$ cat src/rtl/vga_sync_rx.sv
// VGA timing receiver: rebuilds hx/vy from sampled hsync/vsync, checks the
// timing against the configured mode and tracks lock.
module vga_sync_rx #(
    parameter int unsigned H_SYNC      = 96,
    parameter int unsigned H_BACK      = 48,
    parameter int unsigned H_ACTIVE    = 640,
    parameter int unsigned H_TOTAL     = 800,
    parameter int unsigned V_ACTIVE    = 480,
    parameter int unsigned V_FRONT     = 10,
    parameter int unsigned V_SYNC      = 2,
    parameter int unsigned V_TOTAL     = 525,
    parameter int unsigned LOCK_FRAMES = 2
) (
    input  logic       clk,
    input  logic       rst,
    input  logic       hsync,
    input  logic       vsync,
    output logic [9:0] hx,
    output logic [9:0] vy,
    output logic       pixel_valid,
    output logic       frame_start,
    output logic       locked,
    output logic       h_err,
    output logic       v_err,
    output logic       lock_lost,
    output logic [7:0] err_cnt
);

    localparam int unsigned GW = $clog2(LOCK_FRAMES + 1);

    localparam logic [9:0] HX_SAT      = 10'd1023;
    localparam logic [9:0] HX_PRE_SAT  = 10'd1022;
    localparam logic [9:0] H_LAST      = 10'(H_TOTAL - 1);
    localparam logic [9:0] H_SYNC_LAST = 10'(H_SYNC - 1);
    localparam logic [9:0] PV_X_LO     = 10'(H_SYNC + H_BACK);
    localparam logic [9:0] PV_X_HI     = 10'(H_SYNC + H_BACK + H_ACTIVE);
    localparam logic [9:0] V_LAST      = 10'(V_TOTAL - 1);
    localparam logic [9:0] V_ACT       = 10'(V_ACTIVE);
    localparam logic [9:0] VS_FIRST    = 10'(V_ACTIVE + V_FRONT);
    localparam logic [9:0] VS_LAST     = 10'(V_ACTIVE + V_FRONT + V_SYNC - 1);
    localparam logic [GW-1:0] GOOD_LOCK = GW'(LOCK_FRAMES);

    typedef enum logic [1:0] {
        SEARCH = 2'd0,
        ALIGN  = 2'd1,
        LOCKED = 2'd2
    } state_t;

    state_t        state;
    state_t        state_next;
    logic [GW-1:0] good;
    logic [GW-1:0] good_next;
    logic [GW-1:0] good_inc;

    logic          hsync_d;
    logic          vsync_ls;
    logic          ls;
    logic          hf;
    logic          v_rise;
    logic [9:0]    vy_next;
    logic          checking;
    logic          err_h_c;
    logic          err_v_c;
    logic          err_any;

    logic          locked_next;
    logic          lock_lost_next;
    logic          err_inc;

    // Edge detection and timing checks on the current sample
    always_comb begin
        ls       = hsync & ~hsync_d;
        hf       = ~hsync & hsync_d;
        v_rise   = ls & vsync & ~vsync_ls;
        vy_next  = (vy == V_LAST) ? 10'd0 : vy + 10'd1;
        good_inc = good + GW'(1);
        checking = (state != SEARCH);
        err_h_c  = checking & ((ls & (hx != H_LAST)) |
                               (hf & (hx != H_SYNC_LAST)) |
                               (~ls & (hx == HX_PRE_SAT)));
        err_v_c  = checking & ls &
                   (vsync != ((vy_next >= VS_FIRST) && (vy_next <= VS_LAST)));
        err_any  = err_h_c | err_v_c;
    end

    // Counter reconstruction; sync history resets high so a level held
    // across reset release is not seen as an edge
    always_ff @(posedge clk) begin
        if (rst) begin
            hsync_d  <= 1'b1;
            vsync_ls <= 1'b1;
            hx       <= 10'd0;
            vy       <= 10'd0;
        end else begin
            hsync_d <= hsync;
            if (ls) begin
                hx       <= 10'd0;
                vsync_ls <= vsync;
                vy       <= v_rise ? VS_FIRST : vy_next;
            end else if (hx != HX_SAT) begin
                hx <= hx + 10'd1;
            end
        end
    end

    // FSM state register
    always_ff @(posedge clk) begin
        if (rst) begin
            state <= SEARCH;
            good  <= '0;
        end else begin
            state <= state_next;
            good  <= good_next;
        end
    end

    // FSM next-state logic
    always_comb begin
        state_next = state;
        good_next  = good;
        case (state)
            SEARCH: begin
                if (v_rise) begin
                    state_next = ALIGN;
                    good_next  = '0;
                end
            end
            ALIGN: begin
                if (err_any) begin
                    state_next = SEARCH;
                end else if (v_rise) begin
                    good_next = good_inc;
                    if (good_inc == GOOD_LOCK) begin
                        state_next = LOCKED;
                    end
                end
            end
            LOCKED: begin
                if (err_any) begin
                    state_next = SEARCH;
                end
            end
            default: begin
                state_next = SEARCH;
                good_next  = '0;
            end
        endcase
    end

    // FSM output decode
    always_comb begin
        locked_next    = 1'b0;
        lock_lost_next = 1'b0;
        err_inc        = 1'b0;
        if (state_next == LOCKED) begin
            locked_next = 1'b1;
        end
        if ((state == LOCKED) && err_any) begin
            lock_lost_next = 1'b1;
            err_inc        = 1'b1;
        end
    end

    // Registered status outputs
    always_ff @(posedge clk) begin
        if (rst) begin
            locked    <= 1'b0;
            lock_lost <= 1'b0;
            h_err     <= 1'b0;
            v_err     <= 1'b0;
            err_cnt   <= 8'd0;
        end else begin
            locked    <= locked_next;
            lock_lost <= lock_lost_next;
            h_err     <= err_h_c;
            v_err     <= err_v_c;
            if (err_inc && (err_cnt != 8'hFF)) begin
                err_cnt <= err_cnt + 8'd1;
            end
        end
    end

    assign pixel_valid = locked && (vy < V_ACT) && (hx >= PV_X_LO) && (hx < PV_X_HI);
    assign frame_start = locked && (hx == 10'd0) && (vy == 10'd0);

endmodule

$ cat config.mk
export PLATFORM = sky130hd
export DESIGN_NAME = vga_sync_rx
export DESIGN_NICKNAME = d
export VERILOG_FILES = /design/src/rtl/vga_sync_rx.sv
export SDC_FILE = /design/constraint.sdc
export NUM_CORES = 1
export LEC_CHECK = 0
export CAP_MARGIN = 25
export CORE_MARGIN = 10
export CORE_UTILIZATION = 40
export DETAILED_ROUTE_END_ITERATION = 8
export GPL_ROUTABILITY_DRIVEN = 1
export GPL_TIMING_DRIVEN = 0
export PLACE_DENSITY = 0.73
export SLEW_MARGIN = 20
export SYNTH_ARGS = -nofsm -noshare
export SYNTH_HDL_FRONTEND = slang
export SYNTH_SLANG_ARGS = --single-unit
$ cat constraint.sdc
create_clock -name clk -period 3.81 [get_ports clk]
set_input_delay 0.762 -clock clk [delete_from_list [all_inputs] [get_ports clk]]
set_output_delay 0.762 -clock clk [all_outputs]
set_load 0.02 [all_outputs]
==> metrics.csv <==
stage,metric,value,unit
outcome,outcome,completed,
setup_path,cp_slowest_cell,o31ai_1,
route,drt-wirelength-per-cell,14.1,µm
hold_path,hp-class,flip-flop to flip-flop,
global_routing,overflow,0,
pwr,leakagePower,0.875,nW
route,wl,5400,µm
yosys,synthTopCellsByArea,"dfxtp_1 36%, a21oi_1 5.2%, nand2_1 4.8%",
sta,finClkSkew,10.6,ps
sta,period_minus_slack,3260,ps
clock_tree,postCtsSetupRepairBufs,0,
final_layout,diodes,0,
pwr,p_comb_share,6.7,%
sta,drv_slew,0,
route,viasPerCell,5.51,
yosys,avgSynthCellArea,7.91,µm²
pwr,ir_drop,0.000123,V
yosys,netlist_area,0.00213,mm²
route,drt_iter0_markers,124,
clock_tree,clkTransAtPathRegs,80,ps
setup_path,path_max_fanout,10,
final_layout,fin_util,51.9,%
placement,place_congestion,0.891,
setup_path,crit_path_start_kind,primary input,
yosys,ys_types,48,
clock_tree,cts_tree,yes,
final_layout,area_growth,25.5,%
sta,max_slew.worst_pin.slew,623,ps
yosys,yosysSeqAreaShare,35.8,%
yosys,synth_edf_count,0,
pwr,power.internal,0.568,mW
floorplanning,dieArea,0.00863,mm²
sta,finalSetupViolCount,0,
floorplanning,rows,26,
route,drc,0,
pwr,seqPwrFrac,54.0,%
global_routing,grt_use_total,12.8,%
yosys,synth_flop_cell,dfxtp_1,
setup_path,arrival,3460,ps
yosys,synth_nets,280,
setup_path,path_cells,"clkdlybuf4s50_1, nor2b_1, nor3b_1, a211oi_1, o2bb2ai_1, o31ai_1, buf_2, nor4_1, o21bai_1",
clock_tree,htree_levels,2,
clock_tree,cts_resized,0,
clock_tree,ctsRootBufferMaster,clkbuf_8,
yosys,synthTopCellsByCount,"38 x dfxtp_1, 27 x nand2_1, 23 x nor2_1",
route,ant_nets,0,
setup_path,crit_path_max_incr_delay,540,ps
yosys,async_flop_share,0,%
global_routing,grt_antenna_before_repair,0,
final_layout,fillers,520,
sta,setup_tns,0,ps
setup_path,required,4000,ps
placement,port_buffers,36,
yosys,synthCells,269,
pwr,swShare,25.3,%
clock_tree,postCtsHoldBufs,0,
yosys,yosys.area.top_type,dfxtp_1,
clock_tree,cts_made_buffers,5,
final_layout,nets,323,
floorplanning,start_util,41.4,%
clock_tree,clockBufferDepth,2,
setup_path,path_class,primary input to flip-flop,
pwr,power_density,285,mW/mm²
yosys,synth_top_area_share,35.8,%
placement,dp_hpwl,4050,µm
floorplanning,fp.dieW,92.9,µm
sta,relSlewSlack,58.1,%
global_routing,grt_pass1_vias,1989,
route,dr_total_vias,2111,
yosys,yosysMostFrequentCell,dfxtp_1,
pwr,p_sw,0.192,mW
sta,fmax,0.306,GHz
yosys,synth_seq_cells,38,
floorplanning,die_h,92.9,µm
clock_tree,cts.sinks,38,
run,drv_cap,0,
setup_path,path_delay_family,compound AO/OA/AOI/OAI gates,
sta,holdWs,496,ps
sta,hold_viol,0,
pwr,clkPwrFrac,39.2,%
global_routing,grt_pass1_wl,9390,µm
sta,rsz0062_at_grt,no,
clock_tree,clk_latency,300,ps
global_routing,grt_max_degree,13,
floorplanning,coreArea,0.00514,mm²
final_layout,drive_gt1_share,5.43,%
route,drtPass1Iterations,4,
setup_path,critPathBufInv,2,
yosys,ys.warnings.count,0,
setup_path,end_kind,flip-flop,
floorplanning,pin_count,38,
sta,fin_crit_sh,85.7,%
-- worst register-to-register path: cells and delay by family, from the launching register on --
family | cells | cell delay [ps]
simple gates | 3 | 1050
fa+ha+maj | 1 | 200
buf+inv | 2 | 500
mux | 1 | 200
flops | 1 | 500
compound gates | 3 | 630
-- cells by family after synthesis --
| family | Yosys count | synth area share [%] |
|---|---|---|
| AO/OA/AOI/OAI | 57 | 17.8 |
| XOR/XNOR | 10 | 4.12 |
| adder cells (fa/ha/maj) | 7 | 4.12 |
| buffers and inverters | 25 | 4.65 |
| flip-flops | 38 | 35.8 |
| multiplexers | 3 | 1.41 |
| AND/OR/NAND/NOR | 129 | 32.2 |
-- stage by stage --
stage	instances	instance area [µm²]	power [mW]	setup WS, ps
floorplan	269	2130	0.450	1010
global placement	375	2570	0.470	231
detailed placement	375	2570	0.471	241
CTS	383	2670	0.765	547
global route	383	2670	0.789	268
finish	383	2670	0.760	546
-- final timing paths --
path                    from    endpoint  slack [ps]  cells after the start
hold / removal    err_cnt[5]  err_cnt[5]         500                      2
hold reg to reg   err_cnt[5]  err_cnt[5]         500                      2
setup / recovery       hsync  err_cnt[0]         550                      9
setup reg to reg       vy[0]     good[0]         680                     10
-- sequential cells by signal (all words and copies together), names as in the netlist, 2 cells and up --
name     flops
err_cnt      8
vy          10
hx          10
good         2
state        2
-- layout by cell type, fill, tap and decap left out, types with 4 or more instances in the layout --
| cell type | count |
|---|---|
| dfxtp_1 | 38 |
| clkdlybuf4s50_1 | 36 |
| nand2_1 | 27 |
| nor2_1 | 23 |
| a21oi_1 | 22 |
| nand3_1 | 15 |
| clkbuf_1 | 12 |
| nor3_1 | 10 |
| inv_1 | 9 |
| nand4_1 | 8 |
| o31ai_1 | 7 |
| nor4_1 | 7 |
| ha_1 | 7 |
| nand2b_1 | 6 |
| xor2_1 | 6 |
| nor3b_1 | 6 |
| clkbuf_8 | 6 |
| a31oi_1 | 5 |
| or4_1 | 5 |
| nor2b_1 | 4 |
| o21ai_0 | 4 |
| buf_2 | 4 |
| xnor2_1 | 4 |
| or3_1 | 4 |
-- final cells by class --
type | count | area, µm² | area share, %
timing repair buffer | 36 | 360 | 13.5
buffer | 16 | 65.1 | 2.44
clock inverter | 2 | 12.5 | 0.469
sequential | 38 | 761 | 28.5
tap | 70 | 87.6 | 3.28
multi-input combinational | 206 | 1270 | 47.5
clock buffer | 6 | 82.6 | 3.09
inverter | 9 | 33.8 | 1.27
-- power by group through the flow --
| stage | Clock [mW] | Sequential [mW] | Combinational, mW |
|---|---|---|---|
| after floorplan | 0 | 0.422 | 0.0284 |
| after global placement | 0 | 0.419 | 0.0506 |
| after detailed placement | 0 | 0.420 | 0.0517 |
| after CTS | 0.303 | 0.410 | 0.0519 |
| after global routing | 0.320 | 0.412 | 0.0579 |
| final | 0.298 | 0.410 | 0.0511 |
-- routing by layer --
metal	part of all wire [%]	global-route usage, %	wire [µm]	vias to the layer above
met5	0	0	0	-
met1	45	15.6	2450	984
met3	5.4	2.99	293	7
li1	-	-	-	1070
met4	1.7	5.14	93	0
met2	47	21.3	2560	50
Power figures use the tool's default switching activity.
==> patch, RTL diff (same flow settings) <==
Set the parameter `LOCK_FRAMES` to 1 (it was 2).
--- a/src/rtl/vga_sync_rx.sv
+++ b/src/rtl/vga_sync_rx.sv
@@ -9,7 +9,7 @@
     parameter int unsigned V_FRONT     = 10,
     parameter int unsigned V_SYNC      = 2,
     parameter int unsigned V_TOTAL     = 525,
-    parameter int unsigned LOCK_FRAMES = 2
+    parameter int unsigned LOCK_FRAMES = 1
 ) (
     input  logic       clk,
     input  logic       rst,
Check against the original RTL: same outputs for any inputs over 10 cycles, from zero or initial values and one cycle with rst high; that may be too few to reach the edited logic, so the function may still have changed.
==> patch against the original RTL <==
Wire length decreased by 2.2%. Register-to-register slack improved by 0.53 ns. Utilization decreased by 0.42 points. Die area decreased by 1.8%. Final area decreased by 2.1%. Non-clock buffer count unchanged. Synthesized cell count decreased by 5.6%. Via count decreased by 6.3%. Sequential cell count decreased by 1. Area after synthesis decreased by 2.4%. Critical endpoint is now frame_start. Combinational power increased by 3%. Critical path depth decreased by 1. Setup slack got worse by 0.26 ns. Power decreased by 6.5%.
==> patch: results (changes against the original RTL) <==
- Outcome: complete, no violations
- Mapped Nets: 264 (-5.7%)
- Worst R2R End: err_cnt[5]
- Max incr delay on CP: 0.62 ns (+0.08 ns)
- Final Skew: 0.00540 ns (-0.00524 ns)
- Met3 WL post-DR: 434 microns (+48%)
- DRC Markers: 0 (unchanged)
- Synth Area per Inst: 8.18 sq um (+3.4%)
- HP Start: vsync_ls
- Top cells by count, synth: dfxtp_1, nor2_1, nand2_1
- Share of cells above drive strength 1: 7.36% (+1.9 points)
- R2r setup slk: 1.21 ns (+0.53 ns)
- Fin nets: 308 (-4.6%)
- Synth-to-layout area growth: 25.9%
- Worst path slowest cell: clkdlybuf4s50_1
- R2r worst-path depth: 8 (-2)
- Gpl congestion: 0.896 (+0.60%)
- Hold Crit Endpoint: vsync_ls
- P_sw: 0.167 mW (-13%)
- Max VDD drop: 0.000182 V (+48%)
- Distinct cells, synth: 53 (+10%)
- First-pass GRT wire length: 9230 microns (-1.8%)
- Largest net degree at the start of global routing: 11 (-2)
- Metal-1 WL: 2300 microns (-6.0%)
- Synth area leaders: dfxtp_1, nor2_1, ha_1
- HPWL Detailed: 3950 microns (-2.5%)
- Post-Place Cells: 361 (-3.7%)
- 1st-iter DRT viols: 118 (-4.8%)
- Worst slack at placement: 0.515 ns (+0.274 ns)
- Relative slew slack: 65.4% (+7.3 points)
- Crit path max fanout: 9 (-1)
- Later-pin clock latency in the skew report: 0.28 ns (-0.02 ns)
- Vias in the first global route: 1921 (-3.4%)
- Hold_ws: 0.487 ns (-0.00955 ns)
- WL/cell: 14.3 microns (+1.5%)
- Arrival @ worst endpoint: 2.76 ns (-0.70 ns)
- Seq/Total Area, Yosys: 35.7% (-0.10 points)
- Leakage: 0.944 nW (+7.9%)
- Worst-case clock buffer depth: 2 (unchanged)
- Met2 wire len: 2480 microns (-3.4%)
- Cell Area, Placed: 2530 sq um (-1.6%)
- Initial antenna violation count: 0 (unchanged)
- Global Route Usage Sum: 12.8% (-0.036 points)
- Vias: 1977 (-6.3%)
==> patch: area by class of cell <==
type                       instances  area share [%]
timing repair buffer              37            14.2
tap                               70            3.35
inverter                           9            1.29
clock buffer                       8            3.06
multi-input combinational        193            46.9
sequential                        37            28.3
buffer                            15            2.92
==> patch: cell families (layout without fill, tap and decap cells) <==
family	after synthesis	count (layout)	synth area share [%]
buffers and inverters	24	69	5.30
XOR/XNOR	13	13	5.48
AO/OA/AOI/OAI	52	52	17.8
flip-flops	37	37	35.7
multiplexers	3	3	1.57
adder cells (fa/ha/maj)	6	6	3.61
AND/OR/NAND/NOR	119	119	30.5
==> patch: layer usage <==
| metal | GRT usage (%) | up-vias |
|---|---|---|
| met1 | 15.4 | 917 |
| met4 | 3.60 | 0 |
| met5 | 0 | - |
| met2 | 20.8 | 55 |
| li1 | - | 999 |
| met3 | 4.97 | 6 |
==> patch: worst max path at each step <==
stage / start / slack [ns] / end
finish: vy[0] / 0.29 / frame_start
global route: vy[0] / 0.15 / frame_start
CTS: vy[0] / 0.25 / frame_start
detailed placement: hsync / 0.52 / err_cnt[5]
global placement: hsync / 0.51 / err_cnt[5]
floorplan: vy[0] / 1.12 / frame_start
==> patch: worst max-delay path, delay by kind of cell (launching register included) <==
kind / cells / cell delay (ns)
adder cells (fa/ha/maj): 1 / 0.14
AND/OR/NAND/NOR: 4 / 1.15
buffers and inverters: 3 / 0.85
flip-flops: 1 / 0.33
==> patch: power by group through the flow <==
stage,clock network (mW),logic (mW),registers (mW)
6_report,0.260,0.0527,0.398
5_1_grt,0.289,0.0594,0.398
4_1_cts,0.269,0.0533,0.397
3_5_place_dp,0,0.0529,0.406
3_3_place_gp,0,0.0515,0.406
2_1_floorplan,0,0.0279,0.410
